**config.mk**
```make
export PLATFORM = sky130hd
export DESIGN_NAME = if_fetch_stage_flat
export DESIGN_NICKNAME = d
export VERILOG_FILES = /design/src/rtl/if_fetch_stage_if.sv /design/src/rtl/if_fetch_stage.sv /design/src/flat_wrapper.sv
export SDC_FILE = /design/constraint.sdc
export NUM_CORES = 1
export LEC_CHECK = 0
export ABC_AREA = 0
export BUFFER_PORTS_ARGS = -buffer_cell sky130_fd_sc_hd__buf_2
export CAP_MARGIN = 5
export CORE_ASPECT_RATIO = 1.4
export CORE_UTILIZATION = 46
export CTS_CLUSTER_SIZE = 40
export DETAILED_ROUTE_END_ITERATION = 12
export PLACE_DENSITY = 0.88
export SKIP_CTS_REPAIR_TIMING = 1
export SLEW_MARGIN = 20
export SYNTH_ARGS = -nofsm -noshare
export SYNTH_HDL_FRONTEND = slang
export SYNTH_SLANG_ARGS = --single-unit
```
**constraint.sdc**
```tcl
create_clock -name clk -period 2 [get_ports clk]
set_input_delay 0.2 -clock clk [delete_from_list [all_inputs] [get_ports clk]]
set_output_delay 0.2 -clock clk [all_outputs]
set_load 0.05 [all_outputs]
```
**src/rtl/if_fetch_stage_if.sv**
```systemverilog
// I-cache request bus between the fetch stage and the instruction cache.
// The fetch stage is the master; the cache returns data and a miss flag.
interface if_fetch_stage_if;
  logic        ICACHE_ren;
  logic        ICACHE_wen;
  logic [29:0] ICACHE_addr;
  logic [31:0] ICACHE_wdata;
  logic [31:0] ICACHE_rdata;
  logic        ICACHE_stall;

  modport master (
    output ICACHE_ren,
    output ICACHE_wen,
    output ICACHE_addr,
    output ICACHE_wdata,
    input  ICACHE_rdata,
    input  ICACHE_stall
  );

  modport slave (
    input  ICACHE_ren,
    input  ICACHE_wen,
    input  ICACHE_addr,
    input  ICACHE_wdata,
    output ICACHE_rdata,
    output ICACHE_stall
  );
endinterface

```
**src/rtl/if_fetch_stage.sv**
```systemverilog
// Instruction fetch: PC register, I-cache request, IF/ID register.
// A small FSM rides out multi-cycle misses and parks redirects seen mid-miss.
module if_fetch_stage #(
  parameter logic [31:0] RESET_PC    = 32'h0000_0000,
  parameter logic [31:0] NOP_INST    = 32'h0000_0013,
  parameter bit          SWAP_ENDIAN = 1'b1
) (
  input  logic        clk,
  input  logic        rst,
  input  logic        hazard_stall,
  input  logic        hazard_flush,
  input  logic        branch_flag,
  input  logic [31:0] branch_target,
  input  logic        mem_stall,
  if_fetch_stage_if.master icache,
  output logic [31:0] IF_ID_pc,
  output logic [31:0] IF_ID_pc4,
  output logic [31:0] IF_ID_inst,
  output logic        IF_ID_valid,
  output logic        fetch_stall
);

  typedef enum logic [1:0] {
    S_FETCH,
    S_MISS,
    S_MISS_REDIR
  } state_t;

  state_t      r_state;
  logic [31:0] r_pc;
  logic [31:0] r_pend_pc;
  logic [31:0] r_ifid_pc;
  logic [31:0] r_ifid_pc4;
  logic [31:0] r_ifid_inst;
  logic        r_ifid_valid;

  logic        w_redirect;
  logic        w_hold;
  logic [31:0] w_target;
  logic [31:0] w_pc4;
  logic [31:0] w_inst;

  assign w_redirect = branch_flag & ~hazard_stall;
  assign w_hold     = hazard_stall | mem_stall;
  assign w_target   = branch_target & ~32'h3;
  assign w_pc4      = r_pc + 32'd4;

  logic [31:0] w_rd;
  assign w_rd = icache.ICACHE_rdata;

  // Memory words arrive little-endian; the decoder wants them swapped.
  assign w_inst = SWAP_ENDIAN ?
    {w_rd[7:0], w_rd[15:8], w_rd[23:16], w_rd[31:24]} :
    w_rd;

  always_ff @(posedge clk) begin
    if (rst) begin
      r_state      <= S_FETCH;
      r_pc         <= RESET_PC;
      r_pend_pc    <= 32'h0;
      r_ifid_pc    <= 32'h0;
      r_ifid_pc4   <= 32'h0;
      r_ifid_inst  <= NOP_INST;
      r_ifid_valid <= 1'b0;
    end else begin
      unique case (r_state)
        S_FETCH, S_MISS: begin
          if (icache.ICACHE_stall) begin
            if (w_redirect) begin
              r_pend_pc <= w_target;
              r_state   <= S_MISS_REDIR;
            end else begin
              r_state   <= S_MISS;
            end
          end else begin
            r_state <= S_FETCH;
            if (w_redirect) begin
              r_pc         <= w_target;
              r_ifid_inst  <= NOP_INST;
              r_ifid_valid <= 1'b0;
            end else if (w_hold) begin
              r_pc <= r_pc;
            end else if (hazard_flush) begin
              r_pc         <= w_pc4;
              r_ifid_inst  <= NOP_INST;
              r_ifid_valid <= 1'b0;
            end else begin
              r_pc         <= w_pc4;
              r_ifid_pc    <= r_pc;
              r_ifid_pc4   <= w_pc4;
              r_ifid_inst  <= w_inst;
              r_ifid_valid <= 1'b1;
            end
          end
        end
        S_MISS_REDIR: begin
          if (icache.ICACHE_stall) begin
            if (w_redirect) r_pend_pc <= w_target;
          end else begin
            // Returned word belongs to the abandoned path.
            r_pc         <= r_pend_pc;
            r_ifid_inst  <= NOP_INST;
            r_ifid_valid <= 1'b0;
            r_state      <= S_FETCH;
          end
        end
        default: r_state <= S_FETCH;
      endcase
    end
  end

  assign icache.ICACHE_ren   = ~rst;
  assign icache.ICACHE_wen   = 1'b0;
  assign icache.ICACHE_addr  = r_pc[31:2];
  assign icache.ICACHE_wdata = 32'h0;

  assign fetch_stall = icache.ICACHE_stall;
  assign IF_ID_pc    = r_ifid_pc;
  assign IF_ID_pc4   = r_ifid_pc4;
  assign IF_ID_inst  = r_ifid_inst;
  assign IF_ID_valid = r_ifid_valid;

endmodule
```
**src/flat_wrapper.sv**
```systemverilog
// flat-port wrapper written by rule: the top's interface ports become plain ports
module if_fetch_stage_flat 
#(
  parameter logic [31:0] RESET_PC    = 32'h0000_0000,
  parameter logic [31:0] NOP_INST    = 32'h0000_0013,
  parameter bit          SWAP_ENDIAN = 1'b1
)
  (clk, rst, hazard_stall, hazard_flush, branch_flag, branch_target, mem_stall, IF_ID_pc, IF_ID_pc4, IF_ID_inst, IF_ID_valid, fetch_stall, icache_ICACHE_ren, icache_ICACHE_wen, icache_ICACHE_addr, icache_ICACHE_wdata, icache_ICACHE_rdata, icache_ICACHE_stall);
  if_fetch_stage_if icache_i ();
  input  logic clk;
  input  logic rst;
  input  logic hazard_stall;
  input  logic hazard_flush;
  input  logic branch_flag;
  input  logic [31:0] branch_target;
  input  logic mem_stall;
  output logic [31:0] IF_ID_pc;
  output logic [31:0] IF_ID_pc4;
  output logic [31:0] IF_ID_inst;
  output logic IF_ID_valid;
  output logic fetch_stall;
  output wire logic [$bits(icache_i.ICACHE_ren)-1:0] icache_ICACHE_ren;
  output wire logic [$bits(icache_i.ICACHE_wen)-1:0] icache_ICACHE_wen;
  output wire logic [$bits(icache_i.ICACHE_addr)-1:0] icache_ICACHE_addr;
  output wire logic [$bits(icache_i.ICACHE_wdata)-1:0] icache_ICACHE_wdata;
  input wire logic [$bits(icache_i.ICACHE_rdata)-1:0] icache_ICACHE_rdata;
  input wire logic [$bits(icache_i.ICACHE_stall)-1:0] icache_ICACHE_stall;
  assign icache_ICACHE_ren = icache_i.ICACHE_ren;
  assign icache_ICACHE_wen = icache_i.ICACHE_wen;
  assign icache_ICACHE_addr = icache_i.ICACHE_addr;
  assign icache_ICACHE_wdata = icache_i.ICACHE_wdata;
  assign icache_i.ICACHE_rdata = icache_ICACHE_rdata;
  assign icache_i.ICACHE_stall = icache_ICACHE_stall;
  if_fetch_stage #(.RESET_PC(RESET_PC), .NOP_INST(NOP_INST), .SWAP_ENDIAN(SWAP_ENDIAN)) u_core (.clk(clk), .rst(rst), .hazard_stall(hazard_stall), .hazard_flush(hazard_flush), .branch_flag(branch_flag), .branch_target(branch_target), .mem_stall(mem_stall), .icache(icache_i), .IF_ID_pc(IF_ID_pc), .IF_ID_pc4(IF_ID_pc4), .IF_ID_inst(IF_ID_inst), .IF_ID_valid(IF_ID_valid), .fetch_stall(fetch_stall));
endmodule
```
### Yosys cells after proc, flatten, opt, wreduce, memory -nomap -nowiden

Cells that the tools add are included.

| storage, ports and cells | value |
|---|---|
| input bits | 71 |
| output and inout port bits | 162 |
| register bits after elaboration | 161 |

| cells by class | value |
|---|---|
| reduce and logical (&&, ||, !) cells | 7 |
| muxes and demuxes | 21 |
| eq/ne operators | 5 |
| bitwise gates (word level) | 8 |
| $add $sub $neg | 1 |

Operators by type and width:

| cell | count |
|---|---|
| 2-to-1 mux 32 bit | 9 |
| case mux 32 bit (2 select lines) | 2 |
| adder 32 x 3 -> 32 bit, second input constant | 1 |
| 2-to-1 mux 2 bit | 3 |
| inverter 1 bit | 6 |
| 2-to-1 mux 1 bit | 5 |
| AND reduction 5 bit | 1 |
| != test 2 bit, second input constant | 2 |
| case mux 2 bit (2 select lines) | 1 |
| AND reduction 4 bit | 1 |
| != test 3 x 2 -> 1 bit, second input constant | 1 |
| AND reduction 3 bit | 1 |
| OR reduction 3 bit | 1 |
| == test 2 x 1 -> 1 bit, second input constant | 1 |
| == test 2 bit, second input constant | 1 |
| logical NOT 2 bit | 1 |
| case mux 1 bit (2 select lines) | 1 |
| nonzero test 2 bit | 1 |
| OR reduction 2 bit | 1 |
| bitwise AND 1 bit | 1 |
| OR 1 bit | 1 |

### Longest topological paths before layout

| logic depth | value |
|---|---|
| word-level depth | 5 |
| depth in mapped cells | 8 |

### Least setup slack after synthesis

Ideal clock, no wire load.

| timing | value |
|---|---|
| kind | reg2reg |
| from | reg u_core.r_pc[2] |
| to | reg u_core.r_pc[30] |
| arrival time | 2236 ps |
| stages on the path, launching flop included | 8 |
| path slack | -352 ps |
| required time | 1884 ps |
| cells stage by stage | dfxtp_1 -> ha_1 -> nand4_2 -> or2_1 -> buf_6 -> nor4_2 -> nand4_1 -> and3b_1 |

| on the way | value |
|---|---|
| longest elaborated chain between the ends | 5 |

RTL lines:

| item | line | RTL |
|---|---|---|
| start, declared | if_fetch_stage.sv:30 | `logic [31:0] r_pc;` |
| start signal, assigned | if_fetch_stage.sv:78 | `r_pc <= w_target;` |
| start signal, assigned | if_fetch_stage.sv:82 | `r_pc <= r_pc;` |
| start signal, assigned | if_fetch_stage.sv:84 | `r_pc <= w_pc4;` |
| adder 32 x 3 -> 32 bit | if_fetch_stage.sv:46 | `assign w_pc4 = r_pc + 32'd4;` |
| 2-to-1 mux 32 bit | if_fetch_stage.sv:81 | `end else if (w_hold) begin` |
| 2-to-1 mux 32 bit | if_fetch_stage.sv:77 | `if (w_redirect) begin` |
| 2-to-1 mux 32 bit | if_fetch_stage.sv:68 | `if (icache.ICACHE_stall) begin` |
| case mux 32 bit (2 select lines) | if_fetch_stage.sv:66 | `unique case (r_state)` |

No other way between the ends. The select of a mux whose other input is x is not followed.
A chain may end at the register's enable or synchronous reset.

### Worst setup path after layout

Same ends and word-level chain as after synthesis.

==> results.cfg <==
[grt]
first_global_vias = 6358
global_route_wire_length_before_repair_um = 32400
largest_net_degree_at_the_start_of_global_routing = 104
globalRouteOverflowTotal = 0
number_of_antenna_violations_at_the_first_check_in_global_routing = 5
grtUsageTotal_pct = 26.1

[power_and_ir_drop]
power.switching_fraction_pct = 29.2
proportion_of_power_drawn_by_the_clock_network_pct = 43.7
combinationalPowerShare_pct = 14.4
seq_power_share_pct = 41.9
p_switching_mw = 2.26
internal_power_mw = 5.49
vdd.ir_drop.worst_uv = 504
p_per_area_nw_per_um2 = 865
p_leak_nw = 3.79

[sta]
post-route-worst-setup-slack_ns = 0.0854
final_hold_viol_count = 0
period_needed_ns = 1.91
report.final.setup_viol = 0
timing_max_transition_violations_final = 0
max_freq_mhz = 522
fin_worst_skew_ns = 0.0123
timing.final.crit_share_pct = 95.7
finalHoldWorstSlack_ns = 0.00821

[place]
dp_hpwl_um = 14200
postPlaceCellArea_um2 = 8270
detailedPlace.worstSlack_ns = 0.0550
place_congestion = 0.844
portBuffers = 193

[flow_run]
cap_violations = 0

[yosys]
synthTopCellsByArea = sky130_fd_sc_hd__dfxtp_1 44%, sky130_fd_sc_hd__nand2_1 8.3%, sky130_fd_sc_hd__a21oi_1 6.6%
postSynthAreaPerCell_um2 = 8.16
most_used_dff_post_synth = sky130_fd_sc_hd__dfxtp_1
synth_sequential_area_ratio_pct = 43.9
post_synth_instance_area_um2 = 7080
synth_top_area_share_pct = 43.9
synth_seq_cells = 155
synth.yosys.warnings = 0
synthCells = 867
synth_cell_types = 54
yosysTopAreaCell = sky130_fd_sc_hd__dfxtp_1
synth_edf_count = 0
synth_async_sr_flop_share_pct = 0

[worst_setup_path]
crit_arrival_ns = 2.22
cpMaxStageDelayCell = sky130_fd_sc_hd__nor4_2
wp_buf_inv = 0
setup.worst_path.class = flip-flop to flip-flop
timing.critical_path.from_type = flip-flop
critical_path.endpoint_type = flip-flop
path_delay_family = simple AND/OR/NAND/NOR gates
timing.critical_path.fanout_max = 4
critical_path.max_stage_delay_ns = 0.47
worst-endpoint-required_ns = 2.31
critical_path.cell_chain = ha_2 -> nand4_2 -> or2_4 -> nor4_2 -> nand4_1 -> and3b_1

[floorplan]
io_pins = 233
floorplan.die.width_um = 107
core_area_um2 = 15100
floorplan.initialDensity_pct = 47.0
rows = 53
die_outline_area_um2 = 15900
die-height_um = 149

[detailed_routing]
routed_wire_length_per_instance_um = 16.8
drtPass1Iterations = 5
initialDrtViolationCount = 694
final_routed_wirelength_across_all_metal_layers_um = 21200
final_antenna_net_count = 0
routed-via-count = 7100
drc = 0
via_per_inst = 5.63

[clocking]
cts_max_path_buffers = 2
clock_latency_reported_for_the_late_side_of_the_worst_skew_pair_ns = 0.42
root_buffer = sky130_fd_sc_hd__clkbuf_16
numCtsBuffers = 17
clock_tree.htree_level_count = 4
clock_tree_from_tritoncts = done
clock_sink_count = 155
clk_pin_slew_worst_paths_ns = 0.07

[finish]
area_delta_synth_final_pct = 26.6
nNetsFinal = 1123
fillerInstances = 1231
final_cell_mix = 192 x sky130_fd_sc_hd__buf_2, 156 x sky130_fd_sc_hd__nand2_1, 134 x sky130_fd_sc_hd__dfxtp_1
design_area_um2 = 8960
final_layout_size_suffix_gt1_share_pct = 31.0
most_frequent_standard_cell_in_the_layout_excluding_fill_and_tap_cells = sky130_fd_sc_hd__buf_2

[min_path]
min_path_type = primary input to flip-flop

[run_status]
run_status = finished clean
[worst paths after layout]
path                                              start              endpoint  slack, ns  depth (start not counted)
worst max-delay path                     u_core.r_pc[2]       u_core.r_pc[30]       0.09                          6
worst min-delay path            icache_ICACHE_rdata[25]  u_core.IF_ID_inst[1]      0.008                          3
worst max register to register           u_core.r_pc[2]       u_core.r_pc[30]       0.09                          6
worst min register to register      u_core.IF_ID_pc[28]   u_core.IF_ID_pc[28]       0.45                          2
[worst min-delay path, cell delays in order]
cell and delay [ns]:
sky130_fd_sc_hd__buf_2 0.07, sky130_fd_sc_hd__o22ai_1 0.07, sky130_fd_sc_hd__nand2_1 0.06
[cells by family after synthesis]
logic type / synth area share (%)
AOI/OAI and AO/OA: 21.3
xor gates and xnor gates: 3.22
adders and majority gates: 0.177
buffers and inverters: 9.09
DFF: 43.9
other: 0.0530
and+or+nand+nor: 22.4
[flip-flops by register name (all words and copies together) (netlist names)]
| signal | cells |
|---|---|
| u_core.IF_ID_pc | 30 |
| u_core.r_pc | 30 |
| u_core.IF_ID_valid | 1 |
| u_core.IF_ID_inst | 32 |
| u_core.r_pend_pc | 30 |
| u_core.IF_ID_pc4 | 30 |
| u_core.r_state | 2 |
[routing by layer]
metal	GRT usage (%)	vias to the layer above	share of wire, %
met1	28.9	3293	36
met2	44.8	412	51
met5	0	-	0.047
met4	16.8	2	5.0
li1	-	3314	-
met3	5.90	79	8.2
[cells in the mapped netlist, types with 2 or more instances]
library cell                number
sky130_fd_sc_hd__nor2b_1         4
sky130_fd_sc_hd__and2_1          2
sky130_fd_sc_hd__o22ai_1        14
sky130_fd_sc_hd__a21oi_1        94
sky130_fd_sc_hd__nand3_1        13
sky130_fd_sc_hd__a221oi_1        2
sky130_fd_sc_hd__clkbuf_1       56
sky130_fd_sc_hd__nand4_1        10
sky130_fd_sc_hd__nor3b_1         3
sky130_fd_sc_hd__nor3_4          4
sky130_fd_sc_hd__inv_1           5
sky130_fd_sc_hd__a311oi_1        3
sky130_fd_sc_hd__dfxtp_1       155
sky130_fd_sc_hd__buf_4          38
sky130_fd_sc_hd__buf_2          19
sky130_fd_sc_hd__o221a_2         4
sky130_fd_sc_hd__and3_1          3
sky130_fd_sc_hd__and4_1          3
sky130_fd_sc_hd__buf_6           3
sky130_fd_sc_hd__nand2b_1        3
sky130_fd_sc_hd__a211oi_1       28
sky130_fd_sc_hd__nor3_2          4
sky130_fd_sc_hd__a211oi_2        6
sky130_fd_sc_hd__nor4_4          2
sky130_fd_sc_hd__or3_1           4
sky130_fd_sc_hd__and3b_1         2
sky130_fd_sc_hd__o211ai_1        4
sky130_fd_sc_hd__nor4_1          6
sky130_fd_sc_hd__o21ai_0        17
sky130_fd_sc_hd__a22oi_1        34
sky130_fd_sc_hd__xnor2_1        21
sky130_fd_sc_hd__nor3_1         13
sky130_fd_sc_hd__xor2_1          5
sky130_fd_sc_hd__a21o_1          5
sky130_fd_sc_hd__o2bb2ai_1       6
sky130_fd_sc_hd__a22o_1          4
sky130_fd_sc_hd__nor2_1         92
sky130_fd_sc_hd__o31ai_1         4
sky130_fd_sc_hd__nand2_1       156
sky130_fd_sc_hd__o221ai_1        2
[cell type report]
class                   instances  area [um2]  area share [%]
multi-input cells             627        3500            39.0
flip-flops and latches        155        3140            35.0
repair buffers                245        1440            16.0
clock buffers                  19         433            4.83
well taps                     192         240            2.68
clock inverters                13         185            2.07
inverters                       5        18.8           0.209
diodes                          4        10.0           0.112
[stage by stage]
step / total power, mW / cells / TNS [ns] / util [%]
floorplan: 4.13 / 903 / -0.00885 / -
global placement: 4.39 / 1218 / 0 / 54.9
detailed placement: 4.40 / 1218 / 0 / 54.9
CTS: 7.75 / 1250 / 0 / 59.0
global route: 7.99 / 1260 / -0.0254 / 59.5
finish: 7.75 / 1260 / 0 / 59.5
[power groups by stage]
stage | combinational (mW) | sequential (mW) | clock (mW)
5_1_grt | 1.18 | 3.25 | 3.55
3_5_place_dp | 1.09 | 3.31 | 0
2_1_floorplan | 0.607 | 3.52 | 0
6_report | 1.12 | 3.25 | 3.38
4_1_cts | 1.10 | 3.24 | 3.41
3_3_place_gp | 1.08 | 3.31 | 0
No activity file was read; power rests on OpenSTA's default activity.
